### src/rtl/dmi_pkg.sv
// Shared DMI definitions: response-op encodings and a small index-width helper.
package dmi_pkg;

   localparam logic [1:0] DMI_OP_SUCCESS = 2'b00;
   localparam logic [1:0] DMI_OP_FAILED  = 2'b10;
   localparam logic [1:0] DMI_OP_BUSY    = 2'b11;

   // Bits needed to index n entries, never less than one.
   function automatic int unsigned dmi_idx_width(input int unsigned n);
      if (n > 32'd1) begin
         return $clog2(n);
      end else begin
         return 32'd1;
      end
   endfunction

endpackage

### src/rtl/dmi_sync_fifo.sv
// Single-clock registered FIFO (no fall-through).
// The pointers carry one extra wrap bit. Full means the wrap bits differ and the indices match.
// Empty means the pointers are equal. The index wraps explicitly at DEPTH-1, so any DEPTH >= 1 works.
module dmi_sync_fifo
   import dmi_pkg::*;
#(
   parameter int unsigned DW    = 8,
   parameter int unsigned DEPTH = 4
) (
   input  logic          clk_i,
   input  logic          rst_ni,
   input  logic          push_i,
   input  logic [DW-1:0] wdata_i,
   input  logic          pop_i,
   output logic [DW-1:0] rdata_o,
   output logic          full_o,
   output logic          empty_o
);

   localparam int unsigned AW = dmi_idx_width(DEPTH);

   logic [AW:0]   wptr_q, wptr_d;
   logic [AW:0]   rptr_q, rptr_d;
   logic [DW-1:0] mem_q [DEPTH];
   logic          push_en_s, pop_en_s;

   // Advance a pointer by one, toggling the wrap bit when the index rolls over.
   function automatic logic [AW:0] ptr_next(input logic [AW:0] p);
      if (p[AW-1:0] == AW'(DEPTH - 1)) begin
         return {~p[AW], {AW{1'b0}}};
      end else begin
         return p + {{AW{1'b0}}, 1'b1};
      end
   endfunction

   assign full_o    = (wptr_q[AW] != rptr_q[AW]) && (wptr_q[AW-1:0] == rptr_q[AW-1:0]);
   assign empty_o   = (wptr_q == rptr_q);
   assign push_en_s = push_i && !full_o;
   assign pop_en_s  = pop_i && !empty_o;
   assign rdata_o   = mem_q[rptr_q[AW-1:0]];

   // Next-pointer selection for accepted pushes and pops.
   always_comb begin
      wptr_d = wptr_q;
      rptr_d = rptr_q;
      if (push_en_s) begin
         wptr_d = ptr_next(wptr_q);
      end else begin
         wptr_d = wptr_q;
      end
      if (pop_en_s) begin
         rptr_d = ptr_next(rptr_q);
      end else begin
         rptr_d = rptr_q;
      end
   end

   // Pointer registers and storage; reset clears everything so data outputs read 0.
   always_ff @(posedge clk_i or negedge rst_ni) begin
      if (!rst_ni) begin
         wptr_q <= '0;
         rptr_q <= '0;
         for (int i = 0; i < int'(DEPTH); i++) begin
            mem_q[i] <= '0;
         end
      end else begin
         wptr_q <= wptr_d;
         rptr_q <= rptr_d;
         if (push_en_s) begin
            mem_q[wptr_q[AW-1:0]] <= wdata_i;
         end
      end
   end

endmodule

### src/rtl/dmi_req_buffer.sv
// Core-domain DMI request buffer: request queue, in-flight credit limit, in-order response queue.
// Optional feature macro DMI_TIMEOUT_EN: synthesises a FAILED response when the DM stays silent
// and swallows the late DM response that eventually follows.
module dmi_req_buffer
   import dmi_pkg::*;
#(
   parameter int unsigned REQUEST_DW      = 41,
   parameter int unsigned RESPONSE_DW     = 34,
   parameter int unsigned DEPTH           = 4,
   parameter int unsigned MAX_OUTSTANDING = 2,
   parameter int unsigned TIMEOUT_CYCLES  = 1024
) (
   input  logic                                   clk_i,
   input  logic                                   rst_ni,
   input  logic                                   up_req_valid_i,
   input  logic [REQUEST_DW-1:0]                  up_req_i,
   output logic                                   up_req_ready_o,
   output logic                                   up_resp_valid_o,
   output logic [RESPONSE_DW-1:0]                 up_resp_o,
   input  logic                                   up_resp_ready_i,
   output logic                                   dn_req_valid_o,
   output logic [REQUEST_DW-1:0]                  dn_req_o,
   input  logic                                   dn_req_ready_i,
   input  logic                                   dn_resp_valid_i,
   input  logic [RESPONSE_DW-1:0]                 dn_resp_i,
   output logic                                   dn_resp_ready_o,
   output logic [$clog2(MAX_OUTSTANDING+1)-1:0]   outstanding_o,
   output logic                                   timeout_o
);

   localparam int unsigned OW = $clog2(MAX_OUTSTANDING + 1);

   logic                   req_full_s, req_empty_s;
   logic                   resp_full_s, resp_empty_s;
   logic                   dn_req_hs_s, up_resp_hs_s;
   logic                   resp_push_s;
   logic [RESPONSE_DW-1:0] resp_wdata_s;
   logic [OW-1:0]          outstanding_q, outstanding_d;

   dmi_sync_fifo #(.DW(REQUEST_DW), .DEPTH(DEPTH)) u_req_fifo (
      .clk_i   (clk_i),
      .rst_ni  (rst_ni),
      .push_i  (up_req_valid_i),
      .wdata_i (up_req_i),
      .pop_i   (dn_req_hs_s),
      .rdata_o (dn_req_o),
      .full_o  (req_full_s),
      .empty_o (req_empty_s)
   );

   dmi_sync_fifo #(.DW(RESPONSE_DW), .DEPTH(MAX_OUTSTANDING)) u_resp_fifo (
      .clk_i   (clk_i),
      .rst_ni  (rst_ni),
      .push_i  (resp_push_s),
      .wdata_i (resp_wdata_s),
      .pop_i   (up_resp_ready_i),
      .rdata_o (up_resp_o),
      .full_o  (resp_full_s),
      .empty_o (resp_empty_s)
   );

   assign up_req_ready_o  = !req_full_s;
   assign dn_req_valid_o  = !req_empty_s && (outstanding_q < OW'(MAX_OUTSTANDING));
   assign dn_req_hs_s     = dn_req_valid_o && dn_req_ready_i;
   assign up_resp_valid_o = !resp_empty_s;
   assign up_resp_hs_s    = up_resp_valid_o && up_resp_ready_i;
   assign outstanding_o   = outstanding_q;

   // In-flight count: issue adds a credit, upstream consumption returns one.
   always_comb begin
      outstanding_d = outstanding_q;
      case ({dn_req_hs_s, up_resp_hs_s})
         2'b10:   outstanding_d = outstanding_q + {{(OW-1){1'b0}}, 1'b1};
         2'b01:   outstanding_d = outstanding_q - {{(OW-1){1'b0}}, 1'b1};
         default: outstanding_d = outstanding_q;
      endcase
   end

   // Credit counter register.
   always_ff @(posedge clk_i or negedge rst_ni) begin
      if (!rst_ni) begin
         outstanding_q <= '0;
      end else begin
         outstanding_q <= outstanding_d;
      end
   end

`ifdef DMI_TIMEOUT_EN
   localparam int unsigned TW = dmi_idx_width(TIMEOUT_CYCLES);

   logic [OW-1:0] pend_q, pend_d;     // issued to DM, not yet answered (real or synthetic)
   logic [TW-1:0] wait_q, wait_d;
   logic [7:0]    drop_q, drop_d;     // late DM responses still to be swallowed
   logic          timeout_q;
   logic          real_s, discard_s, fire_s;

   assign discard_s       = dn_resp_valid_i && (drop_q != 8'd0);
   assign real_s          = dn_resp_valid_i && (drop_q == 8'd0) && !resp_full_s;
   assign fire_s          = (pend_q != '0) && (wait_q == TW'(TIMEOUT_CYCLES - 1)) && !real_s;
   assign resp_push_s     = real_s || fire_s;
   assign resp_wdata_s    = fire_s ? {{(RESPONSE_DW-2){1'b0}}, DMI_OP_FAILED} : dn_resp_i;
   assign dn_resp_ready_o = (drop_q != 8'd0) || !resp_full_s;
   assign timeout_o       = timeout_q;

   // Timeout bookkeeping: pending count, wait counter and drop counter.
   always_comb begin
      pend_d = pend_q;
      wait_d = wait_q;
      drop_d = drop_q;
      case ({dn_req_hs_s, resp_push_s})
         2'b10:   pend_d = pend_q + {{(OW-1){1'b0}}, 1'b1};
         2'b01:   pend_d = pend_q - {{(OW-1){1'b0}}, 1'b1};
         default: pend_d = pend_q;
      endcase
      if (resp_push_s || (pend_q == '0)) begin
         wait_d = '0;
      end else begin
         wait_d = wait_q + {{(TW-1){1'b0}}, 1'b1};
      end
      case ({fire_s, discard_s})
         2'b10:   drop_d = (drop_q == 8'hFF) ? drop_q : drop_q + 8'd1;
         2'b01:   drop_d = drop_q - 8'd1;
         default: drop_d = drop_q;
      endcase
   end

   // Timeout state registers; timeout_o is the registered fire pulse.
   always_ff @(posedge clk_i or negedge rst_ni) begin
      if (!rst_ni) begin
         pend_q    <= '0;
         wait_q    <= '0;
         drop_q    <= 8'd0;
         timeout_q <= 1'b0;
      end else begin
         pend_q    <= pend_d;
         wait_q    <= wait_d;
         drop_q    <= drop_d;
         timeout_q <= fire_s;
      end
   end
`else
   logic unused_timeout_s;

   assign unused_timeout_s = (TIMEOUT_CYCLES > 32'd0);
   assign resp_push_s      = dn_resp_valid_i && !resp_full_s;
   assign resp_wdata_s     = dn_resp_i;
   assign dn_resp_ready_o  = !resp_full_s;
   assign timeout_o        = 1'b0;
`endif

endmodule
### config.mk
export PLATFORM = sky130hd
export DESIGN_NAME = dmi_req_buffer
export DESIGN_NICKNAME = d
export VERILOG_FILES = /design/src/rtl/dmi_pkg.sv /design/src/rtl/dmi_sync_fifo.sv /design/src/rtl/dmi_req_buffer.sv
export SDC_FILE = /design/constraint.sdc
export NUM_CORES = 1
export LEC_CHECK = 0
export CORE_MARGIN = 1
export CORE_UTILIZATION = 36
export CTS_BUF_LIST = sky130_fd_sc_hd__clkbuf_8
export CTS_CLUSTER_DIAMETER = 60
export DETAILED_ROUTE_END_ITERATION = 7
export GPL_TIMING_DRIVEN = 0
export RECOVER_POWER = 25
export SLEW_MARGIN = 20
export SYNTH_ARGS = -nofsm -noshare
export SYNTH_HDL_FRONTEND = slang
export SYNTH_SLANG_ARGS = --single-unit
### constraint.sdc
create_clock -name clk_i -period 1.8 [get_ports clk_i]
set_input_delay 0.18 -clock clk_i [delete_from_list [all_inputs] [get_ports clk_i]]
set_output_delay 0.18 -clock clk_i [all_outputs]
set_load 0.01 [all_outputs]
==> results.toml <==
[worst_setup_path]
cp.buffers_inverters = 4
path_class = "flop to output port"
cp-start-kind = "flop"
cp-end-kind = "output port"
crit_path_cell_trace = "buf_12, buf_12, buf_6, mux4_2, buf_6"
crit_path_max_incr_delay_ns = 0.51
critical-path-top-delay-family = "buffers and inverters"
cp_data_arrival_time_ns = 2.00
crit_slowest_cell = "mux4_2"
required_ns = 1.62
cp_max_fo = 8

[yosys]
netlist-cell-type-count = 29
synth_xor_area_frac = 0.0168
muxShareOfSynthArea = 0.382
ys.flop_type = "dfrtp_1"
ys_seq_elements = 244
yosys_warnings = 0
synth_edf_count = 0
synth_area_per_cell_sq_um = 17.2
synth_compound_area_frac = 0.0148
syn_nets = 735
synth_area_sq_um = 11200
synth_area_leaders = "dfrtp_1 (55%), mux2_2 (19%), mux2_4 (11%)"
synth.top_cell.area_share = 0.547
synthCells = 648
synth_top_family_by_area = "multiplexers"
synthSimpleGateAreaFrac = 0.00460
synth.largest_area_cell = "dfrtp_1"
synth-adder-area-share = 0.00673
synth_seq_area_share = 0.547
async_flop_share = 1.00

[final_layout]
drive_gt1_frac = 0.622
seqCellArea_sq_um = 6110
fill_cells = 2404
final_util = 0.540
multi_input_area_sq_um = 5180
n_antenna_cell = 0
syn2layout_area_growth_pct = 47.6
nets = 1045
final_area_sq_um = 16500

[place]
gp_congestion = 0.712
io_buffers = 161
dpl_cell_area_sq_um = 13300
place_hpwl_mm = 15.5

[sta]
min_period_ns = 2.18
fin_ws_ns = -0.383
fin_crit_sh = 1.21
final_hold_viol_count = 0
rsz0062_at_grt = "true"
setup_violations = 244
drv_slew = 0
skew_ns = 0.0182
worstMarginPinSlew_ns = 1.26
relSlewSlack = 0.161
max_freq_ghz = 0.458
hold_slack_ns = 0.277

[floorplan]
dieArea_sq_um = 31700
die_h_microns = 178
start_util = 0.366
die_w_microns = 178
ioPinCount = 163
core_area_sq_um = 30500
num_rows = 64

[clock_tree]
clock-sinks = 244
cts_tree = "built"
clkSlewWorstSetupHoldPaths_ns = 0.06
insertion_delay_ns = 0.55
cts_buffers = 46
h-tree-depth = 2
clock-root-buffer = "clkbuf_8"
cts.path.max_buffers = 3

[pwr]
ir_drop_mv = 1.01
p_leak_nw = 7.30
total_power_mw = 35.2
power_density_nw_per_um2 = 2140

[detailed_routing]
drcViolationCount = 0
wl_mm = 27.0
vias = 6697
first_pass_iters = 4
routedWlPerCell_microns = 19.5
drtIter0Drc = 182
ant_nets = 0
viasPerCell = 4.85

[global_routing]
grt_pass1_wl_mm = 42.2
grt_max_degree = 95
grt_overflow_total = 0
track_usage = 0.173
antenna_found_initial = 0
grt_pass1_vias = 7429

[min_path]
hold_path.class = "input port to flop"

[flow_run]
max_cap_violations = 0

[status]
violations = "setup timing"
status = "complete, but fails checks"
timing repair:
action                                  CTS  global route
hold buffers                              1             0
pin swaps                                15            10
setup buffers                            67            27
endpoints found under the hold margin    82             0
endpoints found under the setup margin  299           280
gates resized for setup                 558           109
gates cloned                             16             0
report_power, final:
group | leakage [nW] | internal [mW] | switching, mW | total (mW)
Clock | 0.508 | 2.84 | 2.28 | 5.13
Sequential | 2.89 | 8.37 | 1.59 | 9.96
Combinational | 3.90 | 13.0 | 7.09 | 20.1
Total | 7.30 | 24.3 | 11.0 | 35.2
sequential cells by signal, indices dropped and copies added, names as in the netlist:
signal and flops:
u_resp_fifo.wptr_q 2, u_req_fifo.mem_q 164, u_req_fifo.wptr_q 3, u_resp_fifo.mem_q 68, u_resp_fifo.rptr_q 2, u_req_fifo.rptr_q 3
outstanding_o 2
through the flow:
step           worst slack (ns)  TNS [ns]  cells
5_1_grt                  -0.476    -73.07   1382
6_report                 -0.383    -55.10   1382
4_1_cts                  -0.484    -44.89   1366
3_5_place_dp             -0.596    -59.84   1207
2_1_floorplan            0.0112         0    648
3_3_place_gp             -10.48  -2612.33   1205
routing by layer:
layer	vias up	wire length, microns	GRT usage
li1	3019	-	-
met3	41	1970	0.0484
met1	3456	12000	0.230
met4	0	478	0.0467
met2	181	12500	0.277
met5	-	0	0
worst paths after layout:
kind / from / to / slack [ns] / cells after the start
worst max-delay path: u_req_fifo.rptr_q[0] / dn_req_o[39] / -0.38 / 5
worst min register to register: u_req_fifo.mem_q[51] / u_req_fifo.mem_q[51] / 0.50 / 1
min in group asynchronous: rst_ni / u_resp_fifo.mem_q[8] / 0.46 / 2
worst min-delay path: dn_resp_i[13] / u_resp_fifo.mem_q[13] / 0.28 / 2
worst max register to register: u_req_fifo.rptr_q[0] / u_req_fifo.mem_q[85] / -0.33 / 10
max in group asynchronous: rst_ni / u_req_fifo.mem_q[141] / 0.26 / 3
kinds of logic (layout without fill, tap and decap cells):
family / Yosys count / in the layout
flip-flops: 244 / 244
adder cells (fa/ha/maj): 6 / 6
multiplexers: 311 / 311
other: 1 / 1
XOR/XNOR: 15 / 15
buffers and inverters: 44 / 382
AND/OR/NAND/NOR: 13 / 13
AO/OA/AOI/OAI: 14 / 14
layout by cell type, fill, tap and decap left out, drive strengths merged:
cell type and instances:
nor2 3, conb 1, inv 25, o21ai 1, a31oi 5, xor2 6
dfrtp 244, mux4 41, clkinv 3, dlygate4sd3 1, a21oi 2, ha 6
clkdlybuf4s50 80, a21bo 1, clkbuf 61, buf 210, bufinv 1, xnor2 9
nand2 9, a311oi 2, o211ai 2, a21boi 1, and2 1, mux2 270
dlymetal6s2s 1
final cells by class:
class,instances,share of cell area
Buffer,31,0.0296
Inverter,7,0.00175
Clock inverter,22,0.00745
Sequential cell,244,0.371
Multi-Input combinational cell,360,0.315
Timing Repair Buffer,268,0.201
Clock buffer,54,0.0451
Tap cell,396,0.0301
cells in the mapped netlist (2+ instances only):
master	count
nor2_1	3
dfrtp_1	244
inv_1	7
buf_1	2
xnor2_1	7
buf_6	16
xor2_1	5
clkbuf_1	3
ha_1	6
a311oi_1	2
buf_4	2
nand2_1	9
mux2_2	191
a31oi_4	4
mux2_4	79
mux4_2	41
xnor2_4	2
buf_2	14
Note: power is estimated with default switching activity, not from simulation.
